## src/rtl/uart_transmitter.sv

```systemverilog
// 8-E-1 UART transmitter with a small input FIFO. The parity bit is present only when
// UART_TX_PARITY_EN is defined; otherwise frames are 8-N-1.
module uart_transmitter #(
    parameter int unsigned BAUD_RATE  = 9600,
    parameter int unsigned CLOCK_FREQ = 50000000,
    parameter int unsigned FIFO_DEPTH = 4
) (
    input  logic                        clk,
    input  logic                        rst,
    input  logic                        enable,
    input  logic [7:0]                  data_in,
    input  logic                        data_valid,
    output logic                        ready,
    output logic                        Tx,
    output logic                        busy,
    output logic [$clog2(FIFO_DEPTH):0] fifo_count,
    output logic [15:0]                 BAUD_counter
);

    localparam int unsigned CLKS_PER_BIT = CLOCK_FREQ / BAUD_RATE;
    localparam int unsigned AW           = $clog2(FIFO_DEPTH);
    localparam logic [15:0] BIT_LAST     = 16'(CLKS_PER_BIT - 1);
    localparam logic [AW:0] COUNT_FULL   = (AW + 1)'(FIFO_DEPTH);
    localparam logic [AW:0] COUNT_ONE    = (AW + 1)'(1);
    localparam logic [AW-1:0] PTR_ONE    = AW'(1);

    typedef enum logic [2:0] {
        StIdle   = 3'd0,
        StStart  = 3'd1,
        StData   = 3'd2,
`ifdef UART_TX_PARITY_EN
        StParity = 3'd3,
`endif
        StStop   = 3'd4
    } state_t;

    state_t        r_state;
    state_t        w_state_next;

    logic [7:0]    r_mem [FIFO_DEPTH];
    logic [AW-1:0] r_wr_ptr;
    logic [AW-1:0] r_rd_ptr;
    logic [AW:0]   r_count;
    logic [AW:0]   w_count_next;
    logic          r_ready;

    logic [15:0]   r_baud;
    logic [2:0]    r_bit_idx;
    logic [7:0]    r_shift;
    logic [7:0]    w_shift_next;
    logic          r_tx;
    logic          w_tx_next;
`ifdef UART_TX_PARITY_EN
    logic          r_parity;
    logic          w_parity_next;
`endif

    logic          w_push;
    logic          w_pop;
    logic          w_bit_done;
    logic          w_data_last;

    assign w_push      = data_valid && r_ready && !rst;
    assign w_pop       = (r_state == StIdle) && enable && (r_count != '0);
    assign w_bit_done  = (r_baud == BIT_LAST);
    assign w_data_last = w_bit_done && (r_bit_idx == 3'd7);

    // FIFO storage and bookkeeping
    always_ff @(posedge clk) begin
        if (w_push) begin
            r_mem[r_wr_ptr] <= data_in;
        end
    end

    always_comb begin
        w_count_next = r_count;
        case ({w_push, w_pop})
            2'b10:   w_count_next = r_count + COUNT_ONE;
            2'b01:   w_count_next = r_count - COUNT_ONE;
            default: w_count_next = r_count;
        endcase
    end

    always_ff @(posedge clk) begin
        if (rst) begin
            r_wr_ptr <= '0;
            r_rd_ptr <= '0;
            r_count  <= '0;
            r_ready  <= 1'b1;
        end else begin
            if (w_push) begin
                r_wr_ptr <= r_wr_ptr + PTR_ONE;
            end
            if (w_pop) begin
                r_rd_ptr <= r_rd_ptr + PTR_ONE;
            end
            r_count <= w_count_next;
            r_ready <= (w_count_next != COUNT_FULL);
        end
    end

    // FSM state register
    always_ff @(posedge clk) begin
        if (rst) begin
            r_state <= StIdle;
        end else begin
            r_state <= w_state_next;
        end
    end

    // FSM next-state logic
    always_comb begin
        w_state_next = r_state;
        case (r_state)
            StIdle:   if (w_pop) w_state_next = StStart;
            StStart:  if (w_bit_done) w_state_next = StData;
`ifdef UART_TX_PARITY_EN
            StData:   if (w_data_last) w_state_next = StParity;
            StParity: if (w_bit_done) w_state_next = StStop;
`else
            StData:   if (w_data_last) w_state_next = StStop;
`endif
            StStop:   if (w_bit_done) w_state_next = StIdle;
            default:  w_state_next = StIdle;
        endcase
    end

    // Output logic: Tx is computed for the next state so it can be driven from a flop
    always_comb begin
        w_shift_next = r_shift;
        if (w_pop) begin
            w_shift_next = r_mem[r_rd_ptr];
        end else if ((r_state == StData) && w_bit_done) begin
            w_shift_next = {1'b0, r_shift[7:1]};
        end
`ifdef UART_TX_PARITY_EN
        w_parity_next = r_parity;
        if (w_pop) begin
            w_parity_next = 1'b0;
        end else if ((r_state == StData) && w_bit_done) begin
            w_parity_next = r_parity ^ r_shift[0];
        end
`endif
        w_tx_next = 1'b1;
        case (w_state_next)
            StStart:  w_tx_next = 1'b0;
            StData:   w_tx_next = w_shift_next[0];
`ifdef UART_TX_PARITY_EN
            StParity: w_tx_next = w_parity_next;
`endif
            default:  w_tx_next = 1'b1;
        endcase
        busy = (r_state != StIdle);
    end

    // Bit timing and shift datapath
    always_ff @(posedge clk) begin
        if (rst) begin
            r_baud    <= '0;
            r_bit_idx <= '0;
            r_shift   <= '0;
            r_tx      <= 1'b1;
`ifdef UART_TX_PARITY_EN
            r_parity  <= 1'b0;
`endif
        end else begin
            if ((r_state == StIdle) || w_bit_done) begin
                r_baud <= '0;
            end else begin
                r_baud <= r_baud + 16'd1;
            end
            if (r_state == StStart) begin
                r_bit_idx <= '0;
            end else if ((r_state == StData) && w_bit_done) begin
                r_bit_idx <= r_bit_idx + 3'd1;
            end
            r_shift <= w_shift_next;
            r_tx    <= w_tx_next;
`ifdef UART_TX_PARITY_EN
            r_parity <= w_parity_next;
`endif
        end
    end

    assign Tx           = r_tx;
    assign ready        = r_ready;
    assign fifo_count   = r_count;
    assign BAUD_counter = r_baud;

endmodule

```

## config.mk

```make
export PLATFORM = sky130hd
export DESIGN_NAME = uart_transmitter
export DESIGN_NICKNAME = d
export VERILOG_FILES = /design/src/rtl/uart_transmitter.sv
export SDC_FILE = /design/constraint.sdc
export NUM_CORES = 1
export LEC_CHECK = 0
export ABC_AREA = 1
export CORE_ASPECT_RATIO = 0.6
export CORE_MARGIN = 1
export CORE_UTILIZATION = 56
export CTS_CLUSTER_SIZE = 28
export DETAILED_ROUTE_END_ITERATION = 6
export PLACE_DENSITY = 0.79
export SYNTH_ARGS = -nofsm -noshare
export SYNTH_HDL_FRONTEND = slang
export SYNTH_SLANG_ARGS = --single-unit
```

## constraint.sdc

```tcl
create_clock -name clk -period 3.2 [get_ports clk]
set_clock_uncertainty 0.2 [all_clocks]
set_input_delay 0.48 -clock clk [delete_from_list [all_inputs] [get_ports clk]]
set_output_delay 0.48 -clock clk [all_outputs]
set_load 0.02 [all_outputs]
```

==> impl_metrics.csv, run 1 <==
group,metric,value,unit
synthesis,synthCells,354,
route,dr.pass1.iters,5,
place,io_buffers,33,
power_and_ir_drop,power_frac_clock,30.0,%
global_routing,antenna_found_initial,0,
synthesis,synth_edf_count,32,
worst_setup_path,critical_path.cell_chain,"clkdlybuf4s50_1 > inv_1 > nand3_1 > ha_1 > inv_1 > fa_1 > o21ai_0 > o21ai_0 > a21oi_1 > nand3_1",
floorplan,dieArea,0.00606,mm²
sta,fin_tns_setup,0,ns
floorplan,die_w,99.8,µm
worst_setup_path,reg2reg_slack,0.92,ns
synthesis,syn_area,0.00322,mm²
synthesis,yosys_warnings,0,
final_layout,syn2layout_area_growth,20.0,%
min_path,worst_hold_path_type,"reg -> reg",
power_and_ir_drop,switchingPower,0.000720,W
synthesis,synth-main-ff-cell,"dfxtp_1",
global_routing,grt_max_degree,18,
flow_run,cap_violations,0,
synthesis,ys_top_cells_by_area,"edfxtp_1, dfxtp_1, nand2_1",
place,hpwlAfterDp,4.65,mm
route,wl_per_cell,13.5,µm
power_and_ir_drop,p_seq_share,46.8,%
synthesis,ys_types,35,
global_routing,grt_pass1_vias,2328,
floorplan,initial_core_util,60.9,%
floorplan,rows,20,
floorplan,io_pins,34,
worst_setup_path,critPathMaxFanout,8,
sta,hold_violations,0,
global_routing,grt_overflow_total,0,
floorplan,die_h,60.7,µm
clock_tree,cts.sinks,73,
clock_tree,cts_tree,"built",
clock_tree,cts_hold_buffers,0,
worst_setup_path,r2r-start,"r_state[0]",
clock_tree,cts_setup_buffers,0,
global_routing,grt_use_total,23.9,%
route,drt_iter0_drc,215,
power_and_ir_drop,p_per_area,611,mW/mm²
clock_tree,clk_pin_slew,0.08,ns
final_layout,drive_gt1_share,12.4,%
worst_setup_path,critPathTopFamily,"buffers and inverters",
clock_tree,clock_latency,0.34,ns
synthesis,synthTopCellsByCount,"nand2_1, nor2_1, dfxtp_1, inv_1, edfxtp_1",
worst_setup_path,critPathLaunchType,"input pin",
clock_tree,htree_levels,3,
worst_setup_path,path_depth,10,
min_path,hold_depth,2,
sta,rsz0062_at_grt,"false",
worst_setup_path,worst_setup_path_startpoint,"rst",
route,antenna_left,0,
synthesis,syn-num-nets,375,
route,vias,2550,
power_and_ir_drop,p_leak,1.37,nW
final_layout,antenna_cells,0,
synthesis,ys_seq_area_share,55.4,%
sta,worst_slew_pin_slew,0.364,ns
sta,slew_headroom,75.6,%
sta,finalCriticalPeriod,2.45,ns
synthesis,syn_area_per_cell,9.09,µm²
route,viasPerCell,5.30,
status,status,"finished clean",
worst_setup_path,arrival,2.48,ns
place,routabilityCongestion,0.794,
power_and_ir_drop,p_total,0.00236,W
synthesis,synthArstFlopShare,0,%
worst_setup_path,path_buf_inv,3,
worst_setup_path,reg2reg_depth,10,
worst_setup_path,worst_ep_required_time,3.23,ns
worst_setup_path,crit_path_top_delay_cell,"clkdlybuf4s50_1",
global_routing,grt_first_pass_wirelength,10.7,mm
power_and_ir_drop,p_comb_share,23.2,%
synthesis,ys_ff_latch,73,
sta,fmax,0.408,GHz
route,wirelength,6.50,mm
power_and_ir_drop,p_int,0.00164,W
synthesis,synth.most_common_cell,"nand2_1",
clock_tree,cts.repair.resized,0,
sta,setup_violations,0,
sta,post-route-period-util,76.5,%
clock_tree,cts_buffer_depth,2,
synthesis,yosysTopAreaCell,"edfxtp_1",
final_layout,fin_nets,420,
power_and_ir_drop,vdd_drop_max,0.375,mV
sta,drv_slew,0,
power_and_ir_drop,switching_share,30.5,%
worst_setup_path,end_kind,"flop",
route,drc,0,
worst_setup_path,max_stage_delay,0.48,ns
worst_setup_path,worstSetupPathType,"in -> reg",
min_path,hp-start,"r_shift[7]",
clock_tree,cts_buffers,9,
synthesis,synth_top_area_share,29.9,%
floorplan,fp.coreArea,0.00528,mm²
clock_tree,cts-root-buf,"clkbuf_8",
metal layers:
layer | global-route usage (%) | wire length (µm) | vias to the layer above
met5 | 0 | 0 | -
met4 | 6.93 | 70 | 0
met3 | 7.83 | 601 | 7
met2 | 36.0 | 2640 | 108
met1 | 33.3 | 3180 | 1162
li1 | - | - | 1273
cells in the final DEF (no fill, tap or decap), drive strengths merged:
| master | count |
|---|---|
| o22ai | 8 |
| buf | 8 |
| inv | 45 |
| or2 | 3 |
| nand2 | 57 |
| edfxtp | 32 |
| clkdlybuf4s50 | 33 |
| ha | 8 |
| a21oi | 19 |
| xnor2 | 2 |
| nor3b | 2 |
| a31oi | 2 |
| o21bai | 1 |
| nand4 | 9 |
| clkinvlp | 1 |
| dfxtp | 41 |
| xor2 | 2 |
| bufinv | 1 |
| nor2 | 52 |
| nand3 | 23 |
| clkinv | 4 |
| o21a | 1 |
| fa | 1 |
| clkbuf | 11 |
| nor3 | 15 |
| o21ai | 23 |
path summary, 6_finish.rpt:
check / end
setup reg to reg: ready
hold reg to reg: r_shift[7]
hold / removal: r_shift[7]
setup / recovery: ready
worst min-delay path: cells and delay by family, from the launching register on:
family | cells | cell delay [ns]
DFF | 1 | 0.31
and+or+nand+nor | 1 | 0.06
AOI/OAI and AO/OA | 1 | 0.05
stage by stage:
step | utilization [%] | cell area (µm²) | worst slack (ns) | hold slack, ns | cells
3_3_place_gp | 69.4 | 3660 | 0.485 | 0.251 | 465
5_1_grt | 73.1 | 3860 | 0.631 | 0.296 | 481
4_1_cts | 73.1 | 3860 | 0.782 | 0.267 | 481
3_5_place_dp | 69.4 | 3660 | 0.419 | 0.256 | 465
2_1_floorplan | - | 3220 | 0.862 | 0.239 | 354
6_report | 73.1 | 3860 | 0.751 | 0.266 | 481
sequential cells by signal, indices dropped and copies added, names as in the netlist, named ones only:
register,flops
r_mem,32
r_bit_idx,3
r_rd_ptr,2
Tx,1
r_shift,8
r_wr_ptr,2
r_state,3
fifo_count,3
BAUD_counter,16
ready,1
kinds of logic (layout without fill, tap and decap cells):
logic type      Yosys count  count (layout)  share of synthesized area (%)
fa+ha+maj                 9               9                           3.73
compound gates           54              54                           8.95
buf+inv                  53             103                           6.57
simple gates            161             161                           24.3
xor+xnor                  4               4                           1.09
flops                    73              73                           55.4
area by class of cell:
| type | count | area [µm²] |
|---|---|---|
| Clock buffer | 11 | 141 |
| Clock inverter | 5 | 55.1 |
| Fill cell | 388 | 1420 |
| Inverter | 46 | 173 |
| Multi-Input combinational cell | 228 | 1220 |
| Sequential cell | 73 | 1780 |
| Tap cell | 77 | 96.3 |
| Timing Repair Buffer | 41 | 390 |
power by group through the flow:
stage	Clock, W	Sequential [W]	Combinational [W]
2_1_floorplan	0	0.00115	0.000349
3_3_place_gp	0	0.00112	0.000526
3_5_place_dp	0	0.00113	0.000542
4_1_cts	0.000721	0.00111	0.000546
5_1_grt	0.000755	0.00112	0.000619
6_report	0.000709	0.00111	0.000547
No activity file was read; power rests on OpenSTA's default activity.
==> run 2, diff against run 1 <==
==> constraint.sdc (replaced) <==
create_clock -name clk -period 2.45 [get_ports clk]
set_clock_uncertainty 0.2 [all_clocks]
set_input_delay 0.3675 -clock clk [delete_from_list [all_inputs] [get_ports clk]]
set_output_delay 0.3675 -clock clk [all_outputs]
set_load 0.02 [all_outputs]
==> run 2 against run 1 <==
Compared with the run above: core utilization up 0.24 points; total power increased by 30%; flip-flop and latch count did not move; first-iteration DRC count shrank 22%; sequential share of layout area decreased by 0.15 points; clock-buffer cell count down 1; final area grew 0.32%; non-clock buffer count rose by 2; combinational power grew 34%; cell count is 0.42% higher; via count down 0.94%; global-route usage increased by 1.1 points.
==> impl_metrics.csv, run 2 (synthesis results as in run 1) <==
group,metric,value,unit
clock_tree,cts.sinks,73,
route,antenna_left,0,
clock_tree,clock_latency,0.35,ns
clock_tree,cts_hold_buffers,0,
worst_setup_path,reg2reg_depth,10,
floorplan,io_pins,34,
final_layout,final_cell_mix,"nand2_1, nor2_1, dfxtp_1",
sta,fmax,0.433,GHz
worst_setup_path,path_depth,10,
floorplan,fp.coreArea,0.00528,mm²
power_and_ir_drop,vdd_drop_max,0.385,mV
global_routing,grt_first_pass_wirelength,11.2,mm
place,io_buffers,33,
final_layout,antenna_cells,0,
worst_setup_path,crit_path_top_delay_cell,"fa_1",
worst_setup_path,end_kind,"flop",
floorplan,die_h,60.7,µm
clock_tree,cts.repair.resized,0,
global_routing,grt_pass1_vias,2402,
final_layout,largest_reg_flops,32,
worst_setup_path,critPathLaunchType,"flop",
worst_setup_path,path_buf_inv,1,
place,place_ws,-0.156,ns
worst_setup_path,r2r-start,"r_state[0]",
power_and_ir_drop,p_comb_share,23.8,%
final_layout,nFillCells,419,
power_and_ir_drop,p_leak,1.37,nW
flow_run,cap_violations,0,
final_layout,syn2layout_area_growth,20.4,%
sta,slew_headroom,76.3,%
clock_tree,clk_pin_slew,0.07,ns
worst_setup_path,critPathTopFamily,"adder cells",
route,wl_per_cell,14.0,µm
sta,post-route-period-util,94.4,%
global_routing,grt_use_total,24.9,%
final_layout,regMostFlops,"r_mem",
power_and_ir_drop,power_frac_clock,29.1,%
floorplan,dieArea,0.00606,mm²
sta,hold_violations,0,
global_routing,grt_max_degree,17,
clock_tree,cts_buffers,9,
worst_setup_path,critical_path.cell_chain,"nor2_1 > nand2_2 > nor3_4 > ha_1 > inv_1 > fa_1 > a21oi_1 > o21ai_2 > a21oi_2 > nand3_1",
final_layout,drive_gt1_share,13.3,%
clock_tree,htree_levels,3,
floorplan,initial_core_util,60.9,%
sta,worst_slew_pin_slew,0.354,ns
global_routing,antenna_found_initial,0,
clock_tree,cts-root-buf,"clkbuf_8",
clock_tree,cts_buffer_depth,2,
worst_setup_path,worst_setup_path_startpoint,"r_state[0]",
status,status,"finished clean",
worst_setup_path,max_stage_delay,0.41,ns
final_layout,layout_commonest_cell,"nand2_1",
route,vias,2526,
route,dr.pass1.iters,4,
route,drt_iter0_drc,168,
floorplan,rows,20,
worst_setup_path,endpoint,"ready",
floorplan,die_w,99.8,µm
worst_setup_path,worst_ep_required_time,2.48,ns
route,viasPerCell,5.23,
power_and_ir_drop,switching_share,31.1,%
worst_setup_path,r2r_end,"ready",
power_and_ir_drop,p_int,0.00212,W
worst_setup_path,reg2reg_slack,0.14,ns
power_and_ir_drop,p_seq_share,47.1,%
worst_setup_path,arrival,2.34,ns
route,wirelength,6.76,mm
min_path,worst_hold_path_type,"reg -> reg",
sta,fin_tns_setup,0,ns
clock_tree,cts_tree,"built",
sta,final.setup.worst_slack,0.138,ns
worst_setup_path,critPathMaxFanout,3,
sta,hold_ws,0.264,ns
clock_tree,cts_setup_buffers,0,
sta,setup_violations,0,
power_and_ir_drop,switchingPower,0.000959,W
sta,drv_slew,0,
route,drc,0,
place,hpwlAfterDp,4.76,mm
place,routabilityCongestion,0.776,
global_routing,grt_overflow_total,0,
final_layout,fin_nets,422,
sta,finalCriticalPeriod,2.31,ns
worst_setup_path,worstSetupPathType,"reg -> reg",
power_and_ir_drop,p_per_area,795,mW/mm²
[run 2: cell types whose count changed in the layout (fill, tap and decap cells not counted), sizes merged]
cell      change
buf           +2
clkinvlp      +1
clkbuf        -1
[run 2: how the worst min path moves through the flow]
stage                     from         end  cells after the start
global placement    r_shift[7]  r_shift[7]                      2
floorplan                  rst  r_shift[1]                      1
CTS                 r_shift[7]  r_shift[7]                      2
global route        r_shift[7]  r_shift[7]                      2
finish              r_shift[7]  r_shift[7]                      2
detailed placement  r_shift[7]  r_shift[7]                      2
[run 2: per-layer routing]
layer	track usage [%]	share of wire, %	vias to the layer above
li1	-	-	1280
met1	34.5	51	1159
met2	38.4	43	81
met3	7.83	5.3	6
met4	7.14	0.78	0
met5	0	0	-
[run 2: worst reg2reg max path, delay by kind of cell (launching register included)]
| kind | cells | cell delay (ns) |
|---|---|---|
| adder cells (fa/ha/maj) | 2 | 0.58 |
| AO/OA/AOI/OAI | 3 | 0.48 |
| buffers and inverters | 1 | 0.06 |
| flip-flops | 1 | 0.34 |
| AND/OR/NAND/NOR | 4 | 0.56 |
[run 2: per-stage QoR]
step,power [W],util (%),cell area (µm²),instances
2_1_floorplan,0.00196,-,3220,354
3_3_place_gp,0.00217,69.7,3680,467
3_5_place_dp,0.00219,69.7,3680,467
4_1_cts,0.00308,73.2,3870,483
5_1_grt,0.00325,73.4,3870,483
6_report,0.00308,73.4,3870,483
[run 2: area by class of cell]
cell class | count | area, µm² | share of cell area (%)
Clock inverter | 6 | 58.8 | 1.52
Inverter | 46 | 173 | 4.46
Tap cell | 77 | 96.3 | 2.49
Multi-Input combinational cell | 228 | 1230 | 31.8
Clock buffer | 10 | 128 | 3.29
Timing Repair Buffer | 43 | 405 | 10.5
Sequential cell | 73 | 1780 | 46.0
[run 2: power groups by stage]
stage	clock, W	combinational, W	sequential [W]
6_report	0.000895	0.000732	0.00145
5_1_grt	0.000961	0.000828	0.00146
4_1_cts	0.000908	0.000722	0.00145
3_5_place_dp	0	0.000713	0.00148
3_3_place_gp	0	0.000691	0.00148
2_1_floorplan	0	0.000456	0.00150
